<file path="config.mk">
export PLATFORM = sky130hd
export DESIGN_NAME = reg_dump_unit
export DESIGN_NICKNAME = d
export VERILOG_FILES = /design/src/rtl/reg_dump_unit.sv
export SDC_FILE = /design/constraint.sdc
export NUM_CORES = 1
export LEC_CHECK = 0
export CORE_MARGIN = 3
export CORE_UTILIZATION = 35
export DETAILED_ROUTE_END_ITERATION = 10
export GPL_TIMING_DRIVEN = 0
export PLACE_DENSITY = 0.78
export SLEW_MARGIN = 20
export SYNTH_ARGS = -nofsm -noshare
export SYNTH_HDL_FRONTEND = slang
export SYNTH_SLANG_ARGS = --single-unit
</file>
<file path="constraint.sdc">
create_clock -name clock -period 2.19 [get_ports clock]
set_input_delay 0.5475 -clock clock [delete_from_list [all_inputs] [get_ports clock]]
set_output_delay 0.5475 -clock clock [all_outputs]
set_load 0.05 [all_outputs]
</file>
<file path="src/rtl/reg_dump_unit.sv">
// reg_dump_unit: walks every register-file entry through a combinational read
// port and streams (index, value) pairs out over a valid/ready handshake.
//
// Ports:
//   clock, reset        - system clock; asynchronous active-high reset
//   start, except       - dump triggers, honoured only while idle
//   rf_addr / rf_data   - register-file read port (data valid same cycle)
//   out_valid/out_ready - entry handshake; out_index/out_data hold the entry
//   busy, done          - dump in progress; one-cycle completion pulse
//
// Optional build macro DUMP_SKIP_ZERO_EN: registers reading zero are skipped.

module reg_dump_unit #(
  parameter int NUM_REGS   = 32,
  parameter int ADDR_WIDTH = 5,
  parameter int DATA_WIDTH = 32
) (
  input  logic                  clock,
  input  logic                  reset,
  input  logic                  start,
  input  logic                  except,
  output logic [ADDR_WIDTH-1:0] rf_addr,
  input  logic [DATA_WIDTH-1:0] rf_data,
  output logic                  out_valid,
  input  logic                  out_ready,
  output logic [ADDR_WIDTH-1:0] out_index,
  output logic [DATA_WIDTH-1:0] out_data,
  output logic                  busy,
  output logic                  done
);

  typedef enum logic [1:0] {
    IDLE = 2'd0,
    READ = 2'd1,
    SEND = 2'd2,
    FIN  = 2'd3
  } state_t;

  localparam logic [ADDR_WIDTH-1:0] LAST_IDX = ADDR_WIDTH'(NUM_REGS - 1);

  state_t                  state;
  state_t                  state_nxt;
  logic [ADDR_WIDTH-1:0]   idx;
  logic [ADDR_WIDTH-1:0]   idx_nxt;
  logic                    capture;   // latch rf_data into the output entry
  logic                    accept;    // entry taken by the sink this cycle

  assign accept = (state == SEND) && out_ready;

  // Next-state logic
  always_comb begin
    state_nxt = state;
    idx_nxt   = idx;
    capture   = 1'b0;
    case (state)
      IDLE: begin
        if (start || except) begin
          state_nxt = READ;
          idx_nxt   = '0;
        end
      end
      READ: begin
`ifdef DUMP_SKIP_ZERO_EN
        if (rf_data == '0) begin
          // Zero register: spend one cycle and move on without an entry.
          if (idx == LAST_IDX) begin
            state_nxt = FIN;
          end else begin
            idx_nxt = idx + 1'b1;
          end
        end else begin
          capture   = 1'b1;
          state_nxt = SEND;
        end
`else
        capture   = 1'b1;
        state_nxt = SEND;
`endif
      end
      SEND: begin
        if (out_ready) begin
          if (idx == LAST_IDX) begin
            state_nxt = FIN;
          end else begin
            idx_nxt   = idx + 1'b1;
            state_nxt = READ;
          end
        end
      end
      FIN: begin
        state_nxt = IDLE;
      end
      default: begin
        state_nxt = IDLE;
      end
    endcase
  end

  // State and index registers
  always_ff @(posedge clock or posedge reset) begin
    if (reset) begin
      state <= IDLE;
      idx   <= '0;
    end else begin
      state <= state_nxt;
      idx   <= idx_nxt;
    end
  end

  // Output entry register: captured once in READ, then frozen through SEND so
  // later register-file writes cannot disturb an offered entry.
  always_ff @(posedge clock or posedge reset) begin
    if (reset) begin
      out_valid <= 1'b0;
      out_index <= '0;
      out_data  <= '0;
    end else if (capture) begin
      out_valid <= 1'b1;
      out_index <= idx;
      out_data  <= rf_data;
    end else if (accept) begin
      out_valid <= 1'b0;
    end
  end

  // Address held on idx in both READ and SEND so the rf output is consistent.
  assign rf_addr = idx;
  assign busy    = (state == READ) || (state == SEND);
  assign done    = (state == FIN);

endmodule

</file>
---- Word-level counts from Yosys, hierarchy flattened ----
Cells that the tools add are included.
storage, ports and cells
  bits of input ports ..................... 37
  logic and storage cells ................. 32
  bits in latches ......................... 0
  memory bits (writable) .................. 0
  output and inout bits ................... 45
  flip-flop bits (word level) ............. 45
  memories kept ........................... 0
  bits in read-only memories .............. 0
cells by class
  add/subtract/negate cells ............... 1
  divide/modulo/power cells ............... 0
  $lt $le $gt $ge ......................... 0
  reduce and logical (&&, ||, !) cells .... 8
  equal/unequal tests ..................... 7
  bitwise gates (word level) .............. 0
  multiply operators ...................... 0
  shifts and indexed selects .............. 0
  multiplexer cells ....................... 11
operator list
  kind                                           number
  2-to-1 mux 5 bit                               3
  case mux 5 bit (2 select lines)                1
  case mux 2 bit (4 select lines)                1
  2-to-1 mux 2 bit                               3
  inequality test 2 bit, second input constant   3
  adder 5 x 1 -> 5 bit, second input constant    1
  == test 5 bit, second input constant           1
  == test 2 bit, second input constant           2
  AND reduction 4 bit                            1
  nonzero test 2 bit                             2
  2-to-1 mux 1 bit                               3
  == test 2 x 1 -> 1 bit, second input constant  1
  logical NOT 2 bit                              1
  logical OR 1 bit                               2
  AND reduction 2 bit                            1
  logical AND 1 bit                              1

---- Depth between registers and ports, before layout ----
  depth in word-level cells ............... 4
  mapped depth ............................ 6
  gate-level depth less buffers ........... 6

---- Worst setup path after synthesis ----
No wires, ideal clock.
  path kind ............................... register -> register
  from .................................... register idx[0] (netlist: rf_addr[0])
  to ...................................... register idx[1] (netlist: rf_addr[1])
  library setup time ...................... 0.121 ns
  required time ........................... 2.069 ns
  setup slack ............................. 0.172 ns
  arrival ................................. 1.897 ns
  path buffers ............................ 0
  cell stages (with the launch flop) ...... 7
  clock period less this slack ............ 2.018 ns
  path through ............................ dfrtp_1 ha_1 and3_1 ha_1 nand2b_1 a211o_1 a22o_2
on the way
  word-level cells in the longest chain between the ends .. 4
  elaborated cells on any way between the ends .. 7
  classes of those cells .................. add/sub (1); eq/ne (2); mux (3); reduce/logical (1)
ends and longest elaborated chain
  what                             line  text
  start: declaration               43    logic [ADDR_WIDTH-1:0] idx;
  start signal: assignment         106   idx <= idx_nxt;
  adder 5 x 1 -> 5 bit             85    idx_nxt = idx + 1'b1;
  2-to-1 mux 5 bit                 82    if (idx == LAST_IDX) begin
  2-to-1 mux 5 bit                 81    if (out_ready) begin
  case mux 5 bit (2 select lines)  55    case (state)
Parallel ways exist; a longest one is shown, timed or not. The select of a mux whose other input is x is not followed.
A chain may end at the register's enable or synchronous reset.

---- Final worst setup path ----
  from .................................... register idx[0] (netlist: rf_addr[0])
  to ...................................... output port rf_addr[0]
RTL lines
  what              line  text
  end: declaration  22    output logic [ADDR_WIDTH-1:0] rf_addr,
No word-level cell between the ends.

==> impl_metrics.csv <==
group,metric,value,unit
run_status,status,"completed",
finish,final_area,2900,sq um
critical_path,crit_buf_inv,1,
timing,skew,7.25,ps
drt,viasPerCell,4.69,
global_route,grt_remaining_overflow,0,
synthesis,netlist_instances,127,
drt,firstDrtPassIters,3,
synthesis,avgSynthCellArea,14.9,sq um
timing,relSlewSlack,0.650,
synthesis,ys_ff_latch,45,
synthesis,synth_top_cell_by_area,"dfrtp_1",
synthesis,yosys-top-cells-count,"dfrtp_1, mux2_2, ha_1, inv_1, buf_2",
finish,seqCellArea,1130,sq um
timing,post-route-min-period,2130,ps
clocking,cts_root_buffer,"clkbuf_8",
global_route,grt_pass1_wl,6670,um
drt,drtAntennaViolNets,0,
drt,drt_iter0_markers,18,
timing,setup_viol,0,
global_route,antenna_found_initial,0,
synthesis,yosys_warnings,0,
pwr,peakVddDrop,1050,uV
placed_design,place_hpwl,3070,um
synthesis,syn_area,1890,sq um
finish,instances_no_fill,287,
synthesis,synth_cell_types,27,
finish,area_delta_synth_final,53.8,%
finish,multiInputGateArea,712,sq um
critical_path,cp-start-kind,"flip-flop",
synthesis,syn-num-nets,171,
clocking,cts_max_level,2,
timing,period_share,0.973,
critical_path,cpMaxStageDelayCell,"clkdlybuf4s50_1",
clocking,cts.sinks,45,
clocking,clockBufferDepth,2,
pwr,p_leak,1.27,nW
clocking,path_clk_slew,80,ps
clocking,ctsHoldBuffers,0,
pwr,powerDensity,1710,nW/um^2
global_route,grt_max_degree,34,
timing,clock.fmax,469,MHz
finish,final.fill_count,430,
finish,num_antenna_cells,0,
job,cap_violations,0,
critical_path,slowest_delay,840,ps
clocking,cts_buffers,5,
timing,rsz0062_at_grt,"no",
synthesis,yosysTopAreaCellShare,0.596,
clocking,cts_tree,"built",
critical_path,cp_cell_sequence,"clkdlybuf4s50_1",
die,initial_utilization,0.365,
die,die_w,79.4,um
pwr,p_total,4.97,mW
synthesis,synth_flop_cell,"dfrtp_1",
synthesis,ys_seq_area_frac,0.596,
die,num_rows,26,
placed_design,post_dp_cell_area,2810,sq um
finish,num-nets-final,260,
synthesis,synthArstFlopShare,1.00,
finish,final_core_util,0.561,
placed_design,dp.cells,279,
timing,setup_tns,0,ps
critical_path,endpoint_kind,"primary output",
critical_path,crit_required,1640,ps
synthesis,synth-edff-count,0,
drt,wl,4020,um
synthesis,yosysMostFrequentCell,"dfrtp_1",
critical_path,crit_type,"reg -> out",
timing,hold_violations,0,
clocking,worstSkewPairLatency,290,ps
timing,slew_viol_final,0,
drt,wire_per_inst,14.0,um
die,die_h,79.4,um
finish,drive_gt1_frac,0.272,
worst_hold_path,hp-class,"reg -> reg",
die,core_area,5170,sq um
drt,drc_errors,0,
critical_path,cp_top_family,"buffers and inverters",
critical_path,r2r_slack,280,ps
placed_design,io_buffers,81,
die,die-area,6310,sq um
global_route,grt_pass1_vias,1386,
drt,num_vias,1345,
critical_path,crit_fanout,5,
timing,worst_slew_pin_slew,522,ps
global_route,grt_usage,0.136,
critical_path,cp.arrival,1580,ps
placed_design,globalplace.congestion,0.810,
synthesis,synth_area_leaders,"dfrtp_1, mux2_2, ha_1",
clocking,cts_setup_buffers,0,
die,ios,82,
-- cell usage in the layout (no fill, tap or decap), types with 2 or more instances in the layout --
cell             count
clkdlybuf4s50_1     78
dfrtp_1             45
mux2_2              37
ha_1                 7
clkbuf_8             7
buf_2                4
inv_1                4
nor2_1               3
nand2b_1             2
nand3_1              2
nand2_1              2
a21oi_1              2
a22o_2               2
-- metal layers --
layer / vias to the layer above / global-route usage / wire [um]
li1: 633 / - / -
met1: 651 / 0.163 / 1720
met2: 56 / 0.218 / 1880
met3: 5 / 0.0609 / 382
met4: 0 / 0.0412 / 40
met5: - / 0 / 0
-- layout make-up --
cell class	count	area share
clock inverter	1	0.00172
timing repair buffer	82	0.285
inverter	5	0.00646
buffer	5	0.0108
tap	70	0.0302
multi-input combinational	72	0.245
sequential	45	0.388
clock buffer	7	0.0332
-- through the flow --
stage	worst slack (ps)	hold slack, ps
6_report	59.9	481
5_1_grt	10.4	519
4_1_cts	17.2	486
3_5_place_dp	39.5	466
3_3_place_gp	-348	464
2_1_floorplan	172	526
-- sequential cells by signal, indices dropped and copies added (netlist names) --
name / flops
out_valid: 1
out_index: 5
state: 2
out_data: 32
rf_addr: 5
-- worst paths after layout --
path	startpoint	end	cells after the start
max	rf_addr[0]$_DFFE_PP0P_	rf_addr[0]	1
min in group asynchronous	reset	out_data[19]$_DFFE_PP0P_	2
max reg2reg	rf_addr[0]$_DFFE_PP0P_	rf_addr[3]$_DFFE_PP0P_	6
min reg2reg	out_valid$_DFFE_PP0P_	out_valid$_DFFE_PP0P_	1
max in group asynchronous	reset	out_data[9]$_DFFE_PP0P_	3
min	out_valid$_DFFE_PP0P_	out_valid$_DFFE_PP0P_	1
-- cell families (layout without fill, tap and decap cells) --
logic type      Yosys count  count (layout)  synth area share
flops                    45              45             0.596
compound gates           12              12            0.0510
simple gates             15              15            0.0537
buf+inv                  10             100            0.0265
mux                      38              38             0.226
fa+ha+maj                 7               7            0.0464
-- power breakdown --
group	total, mW	leakage, nW	switching [mW]	internal, mW
combinational	3.03	0.673	1.86	1.17
clock	0.558	0.0542	0.272	0.285
sequential	1.39	0.547	0.192	1.20
total	4.97	1.27	2.33	2.65
-- what timing repair did --
item | CTS | global route
resized for setup | 3 | 2
setup endpoints to repair | 2 | 2
pin swaps | 0 | 0
Note: power is estimated with default switching activity, not from simulation.
